[src/rtl/rst_sequencer.sv]
// -----------------------------------------------------------------------------
// rst_sequencer
//
// Staged reset generator. Holds the core reset for STRETCH_CYCLES clocks after
// the reset source goes away, releases the display reset STAGE_GAP clocks
// later, and re-enters the sequence on a soft-reset request or on watchdog
// expiry. Every output is a flop, so downstream blocks see clean synchronous
// resets.
//
// Parameters
//   STRETCH_CYCLES  minimum core reset width in clocks (>= 1)
//   STAGE_GAP       clocks between core and display release (>= 1)
//   WDT_CYCLES      watchdog timeout in clocks (>= 2)
//
// Ports
//   clk        in   system clock
//   rst        in   synchronous active-high platform power-on reset
//   soft_req   in   soft-reset request, level or pulse
//   wdt_en     in   watchdog enable
//   wdt_kick   in   watchdog service pulse
//   rst_core   out  active-high reset for core logic
//   rst_disp   out  active-high reset for display logic
//   ready      out  high when both resets are released
//   cause      out  last reset cause: 0 POR, 1 soft, 2 watchdog
//   wdt_fired  out  one-clock pulse on watchdog expiry
// -----------------------------------------------------------------------------
module rst_sequencer #(
  parameter int STRETCH_CYCLES = 16,
  parameter int STAGE_GAP      = 4,
  parameter int WDT_CYCLES     = 2**20
) (
  input  logic       clk,
  input  logic       rst,
  input  logic       soft_req,
  input  logic       wdt_en,
  input  logic       wdt_kick,
  output logic       rst_core,
  output logic       rst_disp,
  output logic       ready,
  output logic [1:0] cause,
  output logic       wdt_fired
);

  localparam int MAX_STAGE = (STRETCH_CYCLES > STAGE_GAP) ? STRETCH_CYCLES : STAGE_GAP;
  localparam int CNT_W     = $clog2(MAX_STAGE + 1);
  localparam int WDT_W     = $clog2(WDT_CYCLES + 1);

  localparam logic [CNT_W-1:0] STRETCH_LAST = CNT_W'(STRETCH_CYCLES - 1);
  localparam logic [CNT_W-1:0] GAP_LAST     = CNT_W'(STAGE_GAP - 1);
  localparam logic [WDT_W-1:0] WDT_LAST     = WDT_W'(WDT_CYCLES - 1);

  localparam logic [1:0] CAUSE_POR  = 2'd0;
  localparam logic [1:0] CAUSE_SOFT = 2'd1;
  localparam logic [1:0] CAUSE_WDT  = 2'd2;

  typedef enum logic [1:0] {
    S_HOLD    = 2'd0,
    S_CORE_UP = 2'd1,
    S_RUN     = 2'd2
  } state_t;

  state_t           r_state;
  logic [CNT_W-1:0] r_stage_cnt;
  logic [WDT_W-1:0] r_wdt_cnt;
  logic             r_rst_core;
  logic             r_rst_disp;
  logic             r_ready;
  logic [1:0]       r_cause;
  logic             r_wdt_fired;

  always_ff @(posedge clk) begin
    if (rst) begin
      r_state     <= S_HOLD;
      r_stage_cnt <= '0;
      r_wdt_cnt   <= '0;
      r_rst_core  <= 1'b1;
      r_rst_disp  <= 1'b1;
      r_ready     <= 1'b0;
      r_cause     <= CAUSE_POR;
      r_wdt_fired <= 1'b0;
    end else if (soft_req) begin
      // A held request parks the stretch counter at 0, so release timing
      // starts from the first clock the request is low.
      r_state     <= S_HOLD;
      r_stage_cnt <= '0;
      r_wdt_cnt   <= '0;
      r_rst_core  <= 1'b1;
      r_rst_disp  <= 1'b1;
      r_ready     <= 1'b0;
      r_cause     <= CAUSE_SOFT;
      r_wdt_fired <= 1'b0;
    end else begin
      r_wdt_fired <= 1'b0;
      case (r_state)
        S_HOLD: begin
          r_wdt_cnt <= '0;
          if (r_stage_cnt == STRETCH_LAST) begin
            r_state     <= S_CORE_UP;
            r_stage_cnt <= '0;
            r_rst_core  <= 1'b0;
          end else begin
            r_stage_cnt <= r_stage_cnt + CNT_W'(1);
          end
        end
        S_CORE_UP: begin
          r_wdt_cnt <= '0;
          if (r_stage_cnt == GAP_LAST) begin
            r_state     <= S_RUN;
            r_stage_cnt <= '0;
            r_rst_disp  <= 1'b0;
            r_ready     <= 1'b1;
          end else begin
            r_stage_cnt <= r_stage_cnt + CNT_W'(1);
          end
        end
        S_RUN: begin
          // A kick on the terminal count wins over expiry.
          if (!wdt_en || wdt_kick) begin
            r_wdt_cnt <= '0;
          end else if (r_wdt_cnt == WDT_LAST) begin
            r_state     <= S_HOLD;
            r_stage_cnt <= '0;
            r_wdt_cnt   <= '0;
            r_rst_core  <= 1'b1;
            r_rst_disp  <= 1'b1;
            r_ready     <= 1'b0;
            r_cause     <= CAUSE_WDT;
            r_wdt_fired <= 1'b1;
          end else begin
            r_wdt_cnt <= r_wdt_cnt + WDT_W'(1);
          end
        end
        default: begin
          r_state     <= S_HOLD;
          r_stage_cnt <= '0;
          r_wdt_cnt   <= '0;
          r_rst_core  <= 1'b1;
          r_rst_disp  <= 1'b1;
          r_ready     <= 1'b0;
        end
      endcase
    end
  end

  assign rst_core  = r_rst_core;
  assign rst_disp  = r_rst_disp;
  assign ready     = r_ready;
  assign cause     = r_cause;
  assign wdt_fired = r_wdt_fired;

endmodule
[config.mk]
export PLATFORM = sky130hd
export DESIGN_NAME = rst_sequencer
export DESIGN_NICKNAME = d
export VERILOG_FILES = /design/src/rtl/rst_sequencer.sv
export SDC_FILE = /design/constraint.sdc
export NUM_CORES = 1
export LEC_CHECK = 0
export CAP_MARGIN = 20
export CORE_UTILIZATION = 47
export CTS_CLUSTER_SIZE = 14
export DETAILED_ROUTE_END_ITERATION = 8
export PLACE_DENSITY = 0.66
export SLEW_MARGIN = 40
export SYNTH_ARGS = -nofsm -noshare
export SYNTH_HDL_FRONTEND = slang
export SYNTH_SLANG_ARGS = --single-unit
[constraint.sdc]
create_clock -name clk -period 3.4 [get_ports clk]
set_clock_uncertainty 0.15 [all_clocks]
set_input_delay 0.51 -clock clk [delete_from_list [all_inputs] [get_ports clk]]
set_output_delay 0.51 -clock clk [all_outputs]
set_load 0.02 [all_outputs]
==> impl_metrics.py <==
metrics = {
    "final_layout": {
        "area_growth_syn_to_layout_pct": 9.11,
        "n_antenna_cell": 0,
        "drive_gt1_frac": 0.0649,
        "nNetsFinal": 194,
        "postLayoutCellArea_um2": 1740,
        "final_util": 0.556,
    },
    "logic_synthesis": {
        "synth_area_um2": 1590,
        "ys_seq_area_frac": 0.427,
        "synth-seq-cells": 34,
        "synth_warnings": 0,
        "syn_inst": 174,
        "syn_area_per_cell_um2": 9.16,
        "synthDistinctLibCells": 38,
        "synthesis.nets": 183,
    },
    "critical_path": {
        "crit_family": "simple AND/OR/NAND/NOR gates",
        "crit_chain": "clkdlybuf4s50_1 > nor3_1 > nand2_1 > o32ai_1",
        "worstSetupPathType": "input pin to flop",
        "crit_required_ns": 3.49,
        "cp_max_fo": 7,
        "cp_slowest_stage_delay_ns": 0.66,
        "cp_slowest_cell": "nor3_1",
        "startpoint_type": "input pin",
        "cp.arrival_ns": 2.16,
        "worst-path-buf-inv": 1,
        "crit_path_end_kind": "flop",
    },
    "route": {
        "ant_nets": 0,
        "top_layer": "met4",
        "initialDrtViolationCount": 55,
        "routed_wl_um": 2880,
        "route.met2.wl_um": 1300,
        "viasPerCell": 5.52,
        "drc": 0,
        "wl_per_cell_um": 12.6,
        "wl_met3_um": 119,
        "vias": 1264,
        "first_pass_iters": 4,
        "wl_met1_um": 1380,
    },
    "timing": {
        "worst_pin_slew_ns": 0.738,
        "setup_viol": 0,
        "finalHoldViolations": 0,
        "grt_setup_unrepaired": "no",
        "period_share": 0.610,
        "holdWs_ns": 0.318,
        "fmax_ghz": 0.482,
        "maxSlewHeadroom": 0.504,
        "final.setup.tns_ns": 0,
        "drv_slew": 0,
        "min_period_ns": 2.07,
    },
    "clocking": {
        "cts_sinks": 34,
        "post_cts_buffers": 0,
        "cts_tree": "done",
        "cts_buffer_depth": 2,
        "cts_resized": 0,
        "clkTransAtPathRegs_ns": 0.09,
        "clk_latency_ns": 0.33,
        "root_buffer": "clkbuf_4",
        "h-tree-depth": 2,
        "holdBufCountCts": 0,
        "numCtsBuffers": 5,
    },
    "power": {
        "power.switching_mw": 0.135,
        "power_frac_clock": 0.324,
        "ir_drop_mv": 0.204,
        "p_total_mw": 0.621,
        "p_seq_frac": 0.646,
        "intPower_mw": 0.487,
        "power_density_nw_per_um2": 357,
        "combPwrFrac": 0.030,
        "swShare": 0.217,
        "leakagePower_nw": 0.596,
    },
    "placed_design": {
        "placed_cell_area_um2": 1690,
        "place_hpwl_um": 2080,
        "port-buffer-count": 10,
        "place_congestion": 0.849,
    },
    "floorplanning": {
        "die_area_um2": 3630,
        "rows": 20,
        "core-area_um2": 3130,
        "io_pins": 11,
        "die_w_um": 60.2,
        "dieHeight_um": 60.2,
        "start_util": 0.510,
    },
    "grt": {
        "grt_pass1_wl_um": 4890,
        "grt_antenna_before_repair": 0,
        "grt_usage": 0.185,
        "gr-total-overflow": 0,
        "grt_pass1_vias": 1133,
        "grt_max_degree": 21,
    },
    "min_path": {
        "hp-class": "flop to flop",
    },
    "run": {
        "maxCapViolations": 0,
    },
    "run_status": {
        "status": "completed",
    },
}
-- worst reg2reg max path, stage by stage (launching register included) --
cell	delay [ns]
dfxtp_1	0.38
ha_1	0.21
and4_1	0.42
nand4_4	0.19
o31ai_2	0.21
buf_4	0.27
nor2_1	0.10
-- sequential cells by signal, summed over array words and instances, names as in the netlist --
| name | count |
|---|---|
| r_wdt_cnt | 21 |
| r_stage_cnt | 5 |
| cause | 2 |
| r_state | 2 |
| ready | 1 |
| rst_core | 1 |
| rst_disp | 1 |
| wdt_fired | 1 |
-- layout make-up --
class / instances / area, um2
multi-input cells: 124 / 817
inverters: 9 / 33.8
clock buffers: 7 / 45.0
flip-flops and latches: 34 / 681
fillers: 294 / 1390
repair buffers: 11 / 108
well taps: 44 / 55.1
-- Yosys cell counts --
cell type,instances,share of area
a211oi_2,1,0.0078
a21oi_1,8,0.025
a31oi_1,2,0.0078
and2_1,4,0.016
and3_1,2,0.0078
and4_1,4,0.022
and4bb_2,1,0.0078
buf_2,2,0.0063
buf_4,1,0.0047
buf_6,4,0.028
dfxtp_1,34,0.43
ha_1,4,0.031
inv_1,9,0.021
mux2i_1,1,0.0063
nand2_1,9,0.021
nand3_1,12,0.038
nand4_1,6,0.024
nand4_4,2,0.027
nand4bb_1,1,0.0071
nor2_1,18,0.042
nor2b_1,1,0.0039
nor3_1,3,0.0094
nor3b_1,1,0.0047
nor4_1,2,0.0078
nor4b_2,1,0.0094
o211a_1,1,0.0063
o211ai_1,1,0.0047
o21a_1,2,0.0094
o21ai_0,11,0.035
o22ai_1,1,0.0039
o31a_1,2,0.011
o31ai_1,1,0.0047
o31ai_2,1,0.0078
o32ai_1,1,0.0055
o41ai_1,1,0.0055
or3_1,7,0.027
xnor2_1,2,0.011
xor2_1,10,0.055
-- final timing paths --
check | endpoint | slack, ns | cells past startpoint | start
max | r_stage_cnt[4] | 1.33 | 4 | soft_req
min | r_wdt_cnt[0] | 0.32 | 1 | r_wdt_cnt[0]
max reg2reg | r_wdt_cnt[6] | 1.35 | 6 | r_wdt_cnt[0]
min reg2reg | r_wdt_cnt[0] | 0.32 | 1 | r_wdt_cnt[0]
-- kinds of logic after synthesis --
group,after synthesis,share of synthesized area
buf+inv,16,0.0604
fa+ha+maj,4,0.0314
mux,1,0.00628
compound gates,33,0.134
flops,34,0.427
simple gates,74,0.275
xor+xnor,12,0.0659
-- power groups by stage --
stage / clock network, mW / registers (mW) / logic (mW)
after detailed placement: 0 / 0.411 / 0.0184
after floorplan: 0 / 0.411 / 0.00741
final: 0.201 / 0.401 / 0.0185
after global routing: 0.230 / 0.402 / 0.0201
after global placement: 0 / 0.411 / 0.0178
after CTS: 0.211 / 0.402 / 0.0185
-- layer usage --
layer / GRT usage / up-vias
met5: 0 / -
met4: 0.103 / 0
met3: 0.0606 / 9
met2: 0.287 / 22
met1: 0.222 / 586
li1: - / 647
-- stage by stage --
step           worst slack (ns)  instances
3_3_place_gp               1.05        222
2_1_floorplan              1.58        174
3_5_place_dp              0.999        222
6_report                   1.33        229
4_1_cts                    1.34        229
5_1_grt                    1.19        229
-- cells in the final DEF, fill, tap and decap left out, types with 2 or more instances in the layout --
cell type and n:
dfxtp_1 34, nor2_1 18, nand3_1 12, o21ai_0 11, xor2_1 10, clkdlybuf4s50_1 10
inv_1 9, nand2_1 9, a21oi_1 8, or3_1 7, nand4_1 6, clkbuf_4 5
and4_1 4, and2_1 4, ha_1 4, nor3_1 3, and3_1 2, nand4_4 2
xnor2_1 2, nor4_1 2, a31oi_1 2, o31a_1 2, o21a_1 2, clkbuf_1 2
(Power assumes the default switching activity.)
